==> config.mk <==
export PLATFORM = sky130hd
export DESIGN_NAME = conv_sched
export DESIGN_NICKNAME = d
export VERILOG_FILES = /design/src/rtl/conv_pkg.sv /design/src/rtl/conv_credit_ctr.sv /design/src/rtl/conv_sched.sv
export SDC_FILE = /design/constraint.sdc
export NUM_CORES = 1
export LEC_CHECK = 0
export CAP_MARGIN = 20
export CORE_ASPECT_RATIO = 1.2
export CORE_MARGIN = 1.5
export CORE_UTILIZATION = 63
export DETAILED_ROUTE_END_ITERATION = 16
export PLACE_DENSITY = 0.88
export SETUP_SLACK_MARGIN = 0.15
export SKIP_CTS_REPAIR_TIMING = 1
export SLEW_MARGIN = 20
export SYNTH_ARGS = -nofsm -noshare
export SYNTH_HDL_FRONTEND = slang
export SYNTH_SLANG_ARGS = --single-unit
==> constraint.sdc <==
create_clock -name clk -period 4.2 [get_ports clk]
set_clock_uncertainty 0.1 [all_clocks]
set_input_delay 0.84 -clock clk [delete_from_list [all_inputs] [get_ports clk]]
set_output_delay 0.84 -clock clk [all_outputs]
set_load 0.005 [all_outputs]
==> src/rtl/conv_pkg.sv <==
// Shared types and width helpers for the convolution scheduler slice.
package conv_pkg;

    typedef enum logic [1:0] {
        IDLE,
        ISSUE,
        DRAIN,
        DONE
    } sched_state_t;

    // Width of a counter able to hold 0..maxk.
    function automatic int k_bits(input int maxk);
        return $clog2(maxk + 1);
    endfunction

    // Width of an address into an r x c input image.
    function automatic int xa_bits(input int r, input int c);
        return $clog2(r * c);
    endfunction

    // Width of an address into a maxk x maxk kernel.
    function automatic int wa_bits(input int maxk);
        return $clog2(maxk * maxk);
    endfunction

    // Width of a credit counter able to hold 0..depth.
    function automatic int cr_bits(input int depth);
        return $clog2(depth + 1);
    endfunction

endpackage

==> src/rtl/conv_credit_ctr.sv <==
// Output FIFO credit counter: starts full, one credit per reserved pixel,
// one credit returned per FIFO pop.
module conv_credit_ctr
    import conv_pkg::*;
#(
    parameter int DEPTH = 7,
    localparam int CR_W = cr_bits(DEPTH)
) (
    input  logic            clk,
    input  logic            reset,
    input  logic            take,
    input  logic            give,
    output logic [CR_W-1:0] credits
);

    // A take and a give in the same cycle cancel, so the count only moves on one of them alone.
    always_ff @(posedge clk) begin
        if (reset) begin
            credits <= CR_W'(DEPTH);
        end else if (take && !give) begin
            credits <= credits - CR_W'(1);
        end else if (give && !take) begin
            credits <= credits + CR_W'(1);
        end
    end

    // Catch a reservation with no credit left, or a pop while the FIFO is already empty.
    always_ff @(posedge clk) begin
        if (!reset) begin
            assert (!(take && !give && credits == '0));
            assert (!(give && credits == CR_W'(DEPTH)));
        end
    end

endmodule

==> src/rtl/conv_sched.sv <==
// Sequencer for the 2D convolution datapath: walks output pixels and kernel
// taps, drives MAC beats, and pushes finished pixels into the output FIFO.
module conv_sched
    import conv_pkg::*;
#(
    parameter int R          = 8,
    parameter int C          = 8,
    parameter int MAXK       = 5,
    parameter int MAC_LAT    = 4,
    parameter int FIFO_DEPTH = 7,
    localparam int K_BITS    = k_bits(MAXK),
    localparam int XA_W      = xa_bits(R, C),
    localparam int WA_W      = wa_bits(MAXK),
    localparam int CR_W      = cr_bits(FIFO_DEPTH),
    localparam int PC_W      = $clog2(R * C + 1)
) (
    input  logic              clk,
    input  logic              reset,
    input  logic              inputs_loaded,
    input  logic [K_BITS-1:0] K,
    input  logic              fifo_pop,
    output logic [XA_W-1:0]   x_addr,
    output logic [WA_W-1:0]   w_addr,
    output logic              mac_valid,
    output logic              mac_init,
    output logic              fifo_push,
    output logic              compute_finished,
    output logic              busy
);

    sched_state_t       state, next_state;
    logic [K_BITS-1:0]  k_reg, i, j;
    logic [XA_W-1:0]    r, c;
    logic [PC_W-1:0]    pix_issued, push_count;
    logic [CR_W-1:0]    credits;
    logic [MAC_LAT-1:0] lat_sr;
    logic               loaded_q, mac_last_q;
    logic               start, tap0, beat, reserve;
    logic               j_last, i_last, c_last, r_last, tap_last;
    logic [XA_W-1:0]    row_sum, col_sum, x_next;
    logic [WA_W-1:0]    w_next;

    conv_credit_ctr #(
        .DEPTH (FIFO_DEPTH)
    ) u_credit (
        .clk     (clk),
        .reset   (reset),
        .take    (reserve),
        .give    (fifo_pop),
        .credits (credits)
    );

    // Loop bounds, beat issue decision, next addresses and the next FSM state.
    always_comb begin
        start      = inputs_loaded && !loaded_q;
        tap0       = (i == '0) && (j == '0);
        j_last     = (j == k_reg - K_BITS'(1));
        i_last     = (i == k_reg - K_BITS'(1));
        c_last     = (c == XA_W'(C) - XA_W'(k_reg));
        r_last     = (r == XA_W'(R) - XA_W'(k_reg));
        tap_last   = i_last && j_last;
        beat       = (state == ISSUE) && !(tap0 && credits == '0);
        reserve    = beat && tap0;
        row_sum    = r + XA_W'(i);
        col_sum    = c + XA_W'(j);
        x_next     = XA_W'(row_sum * XA_W'(C)) + col_sum;
        w_next     = WA_W'(WA_W'(i) * WA_W'(k_reg)) + WA_W'(j);
        next_state = state;
        case (state)
            IDLE:    if (start) next_state = ISSUE;
            ISSUE:   if (beat && tap_last && c_last && r_last) next_state = DRAIN;
            DRAIN:   if (push_count == pix_issued && credits == CR_W'(FIFO_DEPTH)) next_state = DONE;
            DONE:    next_state = IDLE;
            default: next_state = IDLE;
        endcase
    end

    // FSM state register.
    always_ff @(posedge clk) begin
        if (reset) begin
            state <= IDLE;
        end else begin
            state <= next_state;
        end
    end

    // Tap/pixel counters, registered MAC beat outputs and push bookkeeping.
    always_ff @(posedge clk) begin
        if (reset) begin
            loaded_q   <= 1'b0;
            k_reg      <= '0;
            r          <= '0;
            c          <= '0;
            i          <= '0;
            j          <= '0;
            pix_issued <= '0;
            push_count <= '0;
            x_addr     <= '0;
            w_addr     <= '0;
            mac_valid  <= 1'b0;
            mac_init   <= 1'b0;
            mac_last_q <= 1'b0;
        end else begin
            loaded_q   <= inputs_loaded;
            mac_valid  <= beat;
            mac_init   <= beat && tap0;
            mac_last_q <= beat && tap_last;
            if (beat) begin
                x_addr <= x_next;
                w_addr <= w_next;
            end
            if (fifo_push) begin
                push_count <= push_count + PC_W'(1);
            end
            if (state == IDLE && start) begin
                k_reg      <= K;
                r          <= '0;
                c          <= '0;
                i          <= '0;
                j          <= '0;
                pix_issued <= '0;
                push_count <= '0;
            end else if (beat) begin
                if (reserve) begin
                    pix_issued <= pix_issued + PC_W'(1);
                end
                if (j_last) begin
                    j <= '0;
                    if (i_last) begin
                        i <= '0;
                        if (c_last) begin
                            c <= '0;
                            r <= r + XA_W'(1);
                        end else begin
                            c <= c + XA_W'(1);
                        end
                    end else begin
                        i <= i + K_BITS'(1);
                    end
                end else begin
                    j <= j + K_BITS'(1);
                end
            end
        end
    end

    // Delay the last-tap flag by the MAC latency so it lines up with the finished result.
    always_ff @(posedge clk) begin
        if (reset) begin
            lat_sr <= '0;
        end else begin
            lat_sr <= (lat_sr << 1) | MAC_LAT'(mac_valid && mac_last_q);
        end
    end

    assign fifo_push        = lat_sr[MAC_LAT-1];
    assign compute_finished = (state == DONE);
    assign busy             = (state != IDLE);

endmodule
## Word-level counts from Yosys, hierarchy flattened

Index checks and enable logic that the tools add are counted.

- Output and inout bits: 16
- Logic and storage cells: 83
- Flip-flop bits (word level): 59
- Input bits: 7

- Equality and inequality tests: 12
- Bitwise gates (word level): 1
- Reductions and logical operators: 30
- $add $sub $neg: 14
- Multipliers: 1
- Multiplexer cells: 9

Operators with widths:

| operator | number |
|---|---|
| adder 7 x 1 -> 7 bit (second input constant) | 2 |
| logical AND 1 bit | 14 |
| adder 6 x 1 -> 6 bit (second input constant) | 2 |
| == test 6 bit | 2 |
| 2-to-1 mux 3 bit | 4 |
| adder 3 x 1 -> 3 bit (second input constant) | 3 |
| zero test 3 bit | 3 |
| case mux 2 bit (4 select lines) | 1 |
| == test 7 bit | 1 |
| adder 6 x 3 -> 6 bit | 1 |
| adder 6 bit | 1 |
| == test 3 bit | 2 |
| 2-to-1 mux 2 bit | 3 |
| 2-to-1 mux 6 bit | 1 |
| AND reduction 3 bit | 2 |
| subtractor 3 x 1 -> 3 bit (second input constant) | 2 |
| adder 5 x 3 -> 5 bit | 1 |
| multiplier 3 x 3 -> 5 bit | 1 |
| subtractor 4 x 3 -> 5 bit (first input constant) | 1 |
| == test 2 bit (second input constant) | 2 |
| zero test 1 bit | 4 |
| inequality test 2 bit (second input constant) | 2 |
| bitwise OR 4 x 1 -> 4 bit | 1 |
| AND reduction 2 bit | 2 |
| 8 further kinds | 9 |

## Logic depth before layout (Yosys ltp)

Gate-level depths: netlist (run 1).

- Depth in word-level cells: 10
- Depth in mapped cells: 11
- Depth with buffers taken out: 10

## Cells and area by module

A second synthesis (run 1) with hierarchy kept.

- Cells, all modules: 366
- Area, all modules: 3,326.9 um^2

By module, submodules not included:

| module | sequential area each (um^2) | cells each | instances | area each (um^2) |
|---|---|---|---|---|
| conv_sched | 1,121.1 | 352 | 1 | 3,173.0 |
| conv_credit_ctr | 60.1 | 14 | 1 | 153.9 |

## Worst setup path after synthesis (run 1)

No wires, ideal clock.

- Path type: register -> register
- From: register k_reg[2]
- To: register w_addr[4]
- Buffers on the path: 1
- Library setup time: 0.070 ns
- Path slack: 1.471 ns
- Required time: 4.030 ns
- Cell stages (with the launch flop): 12
- Arrival: 2.559 ns
- Path through: dfxtp_1 -> buf_2 -> nand2_1 -> fa_1 -> inv_1 -> fa_1 -> ha_1 -> a21o_1 -> a21oi_1 -> xnor2_1 -> nand2_1 -> a21oi_1

- Word-level cells in the longest chain between the ends: 2

Ends and longest elaborated chain:

| item | RTL line | source |
|---|---|---|
| start, declared | conv_sched.sv:32 | `logic [K_BITS-1:0] k_reg, i, j;` |
| start signal, assigned | conv_sched.sv:91 | `k_reg <= '0;` |
| start signal, assigned | conv_sched.sv:116 | `k_reg <= K;` |
| multiplier 3 x 3 -> 5 bit | conv_sched.sv:67 | `w_next = WA_W'(WA_W'(i) * WA_W'(k_reg)) + WA_W'(j);` |
| adder 5 x 3 -> 5 bit | conv_sched.sv:67 |  |
| end signal, assigned | conv_sched.sv:110 | `w_addr <= w_next;` |
| end, declared | conv_sched.sv:23 | `output logic [WA_W-1:0] w_addr,` |

Every way passes these cells.
A chain may end at the register's enable or synchronous reset.

## Worst setup path in the final report (run 1)

- From: register j[1]
- To: register u_credit.credits[2]

- Word-level cells in the longest chain between the ends: 9

Ends and longest elaborated chain:

| item | RTL line | source |
|---|---|---|
| start, declared | conv_sched.sv:32 |  |
| start signal, assigned | conv_sched.sv:141 | `j <= j + K_BITS'(1);` |
| zero test 3 bit * | conv_sched.sv:56 | `tap0 = (i == '0) && (j == '0);` |
| logical AND 1 bit * | conv_sched.sv:56 |  |
| logical AND 1 bit | conv_sched.sv:62 | `beat = (state == ISSUE) && !(tap0 && credits == '0);` |
| zero test 1 bit | conv_sched.sv:62 |  |
| logical AND 1 bit | conv_sched.sv:62 |  |
| logical AND 1 bit * | conv_sched.sv:63 | `reserve = beat && tap0;` |
| via reserve | conv_sched.sv:38 | `logic start, tap0, beat, reserve;` |
| zero test 1 bit | conv_credit_ctr.sv:22 | `end else if (give && !take) begin` |
| logical AND 1 bit | conv_credit_ctr.sv:22 |  |
| nonzero test 2 bit (no source line) | n/a |  |
| end signal, assigned | conv_credit_ctr.sv:19 | `credits <= CR_W'(DEPTH);` |
| end signal, assigned | conv_credit_ctr.sv:21 | `credits <= credits - CR_W'(1);` |
| end signal, assigned | conv_credit_ctr.sv:23 | `credits <= credits + CR_W'(1);` |
| end, declared | conv_credit_ctr.sv:13 | `output logic [CR_W-1:0] credits` |

The timed path passes the listed nets; every way through them passes the cells marked *.

==> results of run 1 <==
-- cells by family (layout without fill, tap and decap cells) --
family          count (synthesis)  count (layout)  synth area share
buf+inv                        33              61            0.0410
mux                             7               7            0.0212
simple gates                  135             135             0.202
compound gates                 41              41            0.0728
xor+xnor                       55              55             0.155
fa+ha+maj                      36              36             0.150
flops                          59              59             0.358
-- final cells by class --
cell class	instances	area, µm²
Clock buffer	10	138
Clock inverter	6	88.8
Fill cell	336	1190
Inverter	19	71.3
Multi-Input combinational cell	274	1980
Sequential cell	59	1180
Tap cell	60	75.1
Timing Repair Buffer	26	250
-- per-stage QoR --
stage          hold WS [ns]  instances  total power [µW]   util
2_1_floorplan         0.295        366               978      -
3_3_place_gp          0.306        438              1090  0.716
3_5_place_dp          0.323        438              1110  0.716
4_1_cts               0.332        454              1700  0.761
5_1_grt               0.354        454              1780  0.761
6_report              0.327        454              1690  0.761
-- critical path, cell delays in order (launching register included) --
cell       delay (ns)
dfxtp_1          0.39
inv_1            0.13
ha_1             0.15
nand4bb_1        0.22
nor2_1           0.46
ha_1             0.28
inv_1            0.06
fa_1             0.37
xor2_1           0.16
o21ai_0          0.15
or3b_2           0.44
-- cell usage after synthesis (2+ instances only) --
cell type / n / share of area
mux2i_1: 7 / 0.021
nor2_1: 48 / 0.055
a21oi_1: 22 / 0.033
and3_1: 4 / 0.0076
nor2b_1: 5 / 0.0095
xnor2_1: 27 / 0.072
and2_1: 4 / 0.0076
nand2_1: 34 / 0.039
nand3_1: 5 / 0.0076
o21ai_0: 7 / 0.011
ha_1: 30 / 0.11
nand2b_1: 5 / 0.0095
dfxtp_1: 59 / 0.36
nand4_1: 10 / 0.019
a211oi_1: 3 / 0.0068
nand3b_1: 2 / 0.0046
a21o_1: 3 / 0.0068
nor3_1: 6 / 0.0091
buf_2: 2 / 0.0030
xor2_1: 26 / 0.069
inv_1: 19 / 0.022
clkbuf_1: 10 / 0.011
fa_1: 6 / 0.036
-- routing by layer --
metal  vias to the layer above  GRT usage
li1                       1251          -
met1                      1199      0.274
met2                        60      0.523
met3                        19     0.0667
met4                         0      0.102
met5                         -          0
-- worst max path at each step --
stage              from                   to  slack [ns]  cells past startpoint
2_1_floorplan  k_reg[2]            w_addr[4]        1.47                     11
3_3_place_gp       i[1]  u_credit.credits[2]        1.28                     10
3_5_place_dp       i[1]  u_credit.credits[2]        1.18                     10
4_1_cts            j[1]  u_credit.credits[2]        1.16                     10
5_1_grt            i[1]  u_credit.credits[2]        0.96                     10
6_report           j[1]  u_credit.credits[2]        1.14                     10
-- placed cells by master (no fill, tap or decap), drive strengths merged, types with 4 or more instances in the layout --
cell type,n
dfxtp,59
nor2,48
nand2,34
ha,30
xnor2,27
xor2,26
a21oi,22
clkdlybuf4s50,22
inv,19
nand4,11
clkbuf,10
nor3,8
o21ai,7
mux2i,7
fa,6
nor2b,5
nand2b,5
nand3,5
and2,5
and3,4
buf,4
-- power by group --
part	switching, µW	total (µW)	internal, µW	leakage [µW]
Sequential	50.6	659	608	0.000478
Combinational	243	446	203	0.00103
Clock	240	590	350	0.000108
Total	533	1690	1160	0.00161
==> impl_metrics.ini, run 1 <==
[die]
initial_core_util = 0.663
dieArea_um2 = 5680
ioPinCount = 23
die_w_um = 69.1
rows = 28
die_h_um = 82.3
core-area_um2 = 4970

[placement]
numPortBuffers = 22
pre_cts_ws_ns = 1.18
dpl_cell_area_um2 = 3560
gp_congestion = 0.915
hpwl_um = 4880

[logic_synthesis]
syn_inst = 366
synthArstFlopShare = 0
syn_avg_cell_area_um2 = 9.01
yosys_warnings = 0
ys_seq_area_frac = 0.358
synth_edf_count = 0
synth_nets = 409
ys_ff_latch = 59
synth_top_flop_cell = dfxtp_1
synthDistinctLibCells = 45
syn_area_um2 = 3300

[global_routing]
antenna_found_initial = 0
grt_overflow = 0
grt_max_degree = 31
grt_pass1_vias = 2655
grt_pass1_wl_um = 11800
track_usage = 0.266

[routing]
drcViolationCount = 0
top_layer = met4
wl_per_cell_um = 15.1
via_per_inst = 5.57
dr_total_vias = 2529
wl_met1_um = 2730
first_iter_violations = 116
ant_nets = 0
drt_wl_total_um = 6860
met2_wirelength_um = 3650
wl_met3_um = 320
firstDrtPassIters = 4

[critical_path]
rrSetupSlack_ns = 1.14
arrival_ns = 3.18
endpoint_kind = register
crit_required_ns = 4.33
reg2reg_depth = 10
reg2reg_to = u_credit.credits[2]
reg2reg_from = j[1]
crit_type = register to register
critPathMaxFanout = 8
cp-start-kind = register

[timing]
worst_slack_ns = 1.14
period_needed_ns = 3.06
hold_violations = 0
setup_viol = 0
fmax_ghz = 0.327
finalCritPeriodShare = 0.728
fin_setup_tns_ns = 0
slew_viol_final = 0
rsz0062_at_grt = false
worst_slew_pin_slew_ns = 0.518
relSlewSlack = 0.654

[clocking]
cts_buffers = 9
htree_levels = 3
clock-sinks = 59
clockRootBuffer = clkbuf_8
cts_tree = yes
ctsLongestPathBuffers = 2
clock_latency_ns = 0.35
cts.clk_slew.worst_paths_ns = 0.07

[pwr]
p_per_area_nw_per_um2 = 447
irDropWorstVdd_mv = 0.416
p_leak_uw = 0.00161

[final_layout]
final_layout_size_suffix_gt1_frac = 0.0711
n_antenna_cell = 0
synthToLayoutAreaGrowth_pct = 14.8
stdcell_area_um2 = 3790
nets = 432
reg.largest.list = pix_issued: 7 flops, push_count: 7 flops

[worst_hold_path]
hold_class = register to register
hold_end = lat_sr[0]
hold_start = mac_last_q
hold_depth = 2

[outcome]
status = finished clean

[flow_run]
drv_cap = 0
No activity file was read; power rests on OpenSTA's default activity.
==> inputs of run 2 (changes only) <==
Settings changed: CORE_UTILIZATION 63 to 53, PLACE_DENSITY 0.88 to 0.79.
Clock period 4.2 ns to 2.8 ns, I/O delays scaled along.
==> run 2 against run 1 <==
Critical path depth stayed put. Global-route usage is 3.2 points lower. Critical endpoint is now w_addr[4]. Utilization is 10 points lower. Highest routed layer unchanged. Fmax is 18% higher. Largest power group unchanged. Critical path type unchanged. Sequential share of layout area is 1.2 points lower. Die area is 18% higher. First-iteration DRC count is 37% lower. Non-clock buffer count is 17 higher.
==> impl_metrics.ini, run 2 (synthesized netlist as in run 1, its figures left out) <==
[routing]
wl_met3_um = 234
first_iter_violations = 73
drcViolationCount = 0
drt_wl_total_um = 6980
wl_per_cell_um = 14.2
dr_total_vias = 2561
ant_nets = 0
via_per_inst = 5.22
wl_met1_um = 2840
firstDrtPassIters = 4
met2_wirelength_um = 3720
top_layer = met4

[critical_path]
reg2reg_depth = 10
rrSetupSlack_ns = 0.20
max_stage_delay_ns = 0.54
critPathMaxFanout = 2
crit_type = register to register
path_buf_inv = 1
crit_required_ns = 2.98
cp-start-kind = register
reg2reg_to = w_addr[4]
endpoint_kind = register
path_cells = nand2_2 > fa_1 > inv_1 > fa_2 > ha_1 > a21o_1 > a21oi_2 > xnor2_1 > nand2_1 > a21oi_1
arrival_ns = 2.78
cp_slowest_cell = fa_2
reg2reg_from = k_reg[2]
cpLargestDelayFamily = adder cells

[global_routing]
grt_max_degree = 27
antenna_found_initial = 0
track_usage = 0.234
grt_pass1_wl_um = 11500
grt_overflow = 0
grt_pass1_vias = 2609

[die]
die_h_um = 89.4
rows = 31
initial_core_util = 0.549
core-area_um2 = 6010
dieArea_um2 = 6710
die_w_um = 75.0
ioPinCount = 23

[worst_hold_path]
hold_end = lat_sr[0]
hold_start = mac_last_q
hold_class = register to register
hold_depth = 2

[flow_run]
drv_cap = 0

[outcome]
status = finished clean

[timing]
fmax_ghz = 0.385
hold_violations = 0
relSlewSlack = 0.751
fin_setup_tns_ns = 0
slew_viol_final = 0
worst_slew_pin_slew_ns = 0.370
rsz0062_at_grt = true
setup_viol = 0
worst_slack_ns = 0.200
period_needed_ns = 2.60
finalCritPeriodShare = 0.929

[final_layout]
n_antenna_cell = 0
final_common_cell = dfxtp_1
reg.largest.list = pix_issued: 7 flops, push_count: 7 flops
final_layout_size_suffix_gt1_frac = 0.132
final_cell_mix = dfxtp_1 (56), nor2_1 (47), nand2_1 (33), ha_1 (28), xnor2_1 (27)
synthToLayoutAreaGrowth_pct = 19.8
stdcell_area_um2 = 3950
nets = 449

[clocking]
cts_tree = yes
clockRootBuffer = clkbuf_8
clock-sinks = 59
ctsLongestPathBuffers = 2
clock_latency_ns = 0.35
htree_levels = 3
cts.clk_slew.worst_paths_ns = 0.07
cts_buffers = 9

[placement]
dpl_cell_area_um2 = 3710
hpwl_um = 4980
numPortBuffers = 22
pre_cts_ws_ns = 0.102
gp_congestion = 0.850

[pwr]
p_per_area_nw_per_um2 = 644
irDropWorstVdd_mv = 0.366
p_leak_uw = 0.00170
-- run 2: changes by cell type in the layout (fill, tap and decap cells not counted), sizes merged --
cell      delta
buf         +17
clkbuf       +2
clkinvlp     -2
bufinv       -1
clkinv       -1
-- run 2: cell type report --
type / count / area, µm²
clock buffer: 12 / 165
multi-input combinational: 274 / 2000
tap: 82 / 103
sequential: 59 / 1180
clock inverter: 2 / 35.0
timing repair buffer: 43 / 390
fill: 487 / 2060
inverter: 19 / 71.3
-- run 2: report_power, final --
group	switching (µW)	total (µW)	internal (µW)
clock	327	799	472
sequential	58.0	971	913
combinational	406	772	366
total	791	2540	1750
-- run 2: per-layer routing --
metal	GRT usage	up-vias
met4	0.109	0
li1	-	1295
met5	0	-
met1	0.240	1212
met2	0.422	38
met3	0.0812	16
-- run 2: worst max-delay path by stage --
| stage | start | end | slack, ns | cells after the start |
|---|---|---|---|---|
| 2_1_floorplan | k_reg[2] | w_addr[4] | 0.11 | 11 |
| 6_report | k_reg[2] | w_addr[4] | 0.20 | 10 |
| 3_5_place_dp | i[0] | w_addr[4] | 0.10 | 10 |
| 4_1_cts | k_reg[2] | w_addr[4] | 0.07 | 10 |
| 3_3_place_gp | k_reg[2] | w_addr[4] | 0.19 | 10 |
| 5_1_grt | k_reg[2] | w_addr[4] | 0.13 | 10 |
-- run 2: worst min-delay path, cell delays in order (launching register included) --
cell	delay, ns
dfxtp_1	0.29
nand2_1	0.05
nor2_1	0.04
-- run 2: through the flow --
step	utilization	cells	total power (µW)	hold slack (ns)
2_1_floorplan	-	366	1470	0.295
5_1_grt	0.657	491	2680	0.334
3_5_place_dp	0.617	474	1730	0.309
3_3_place_gp	0.617	474	1700	0.307
6_report	0.657	491	2540	0.311
4_1_cts	0.650	488	2550	0.316
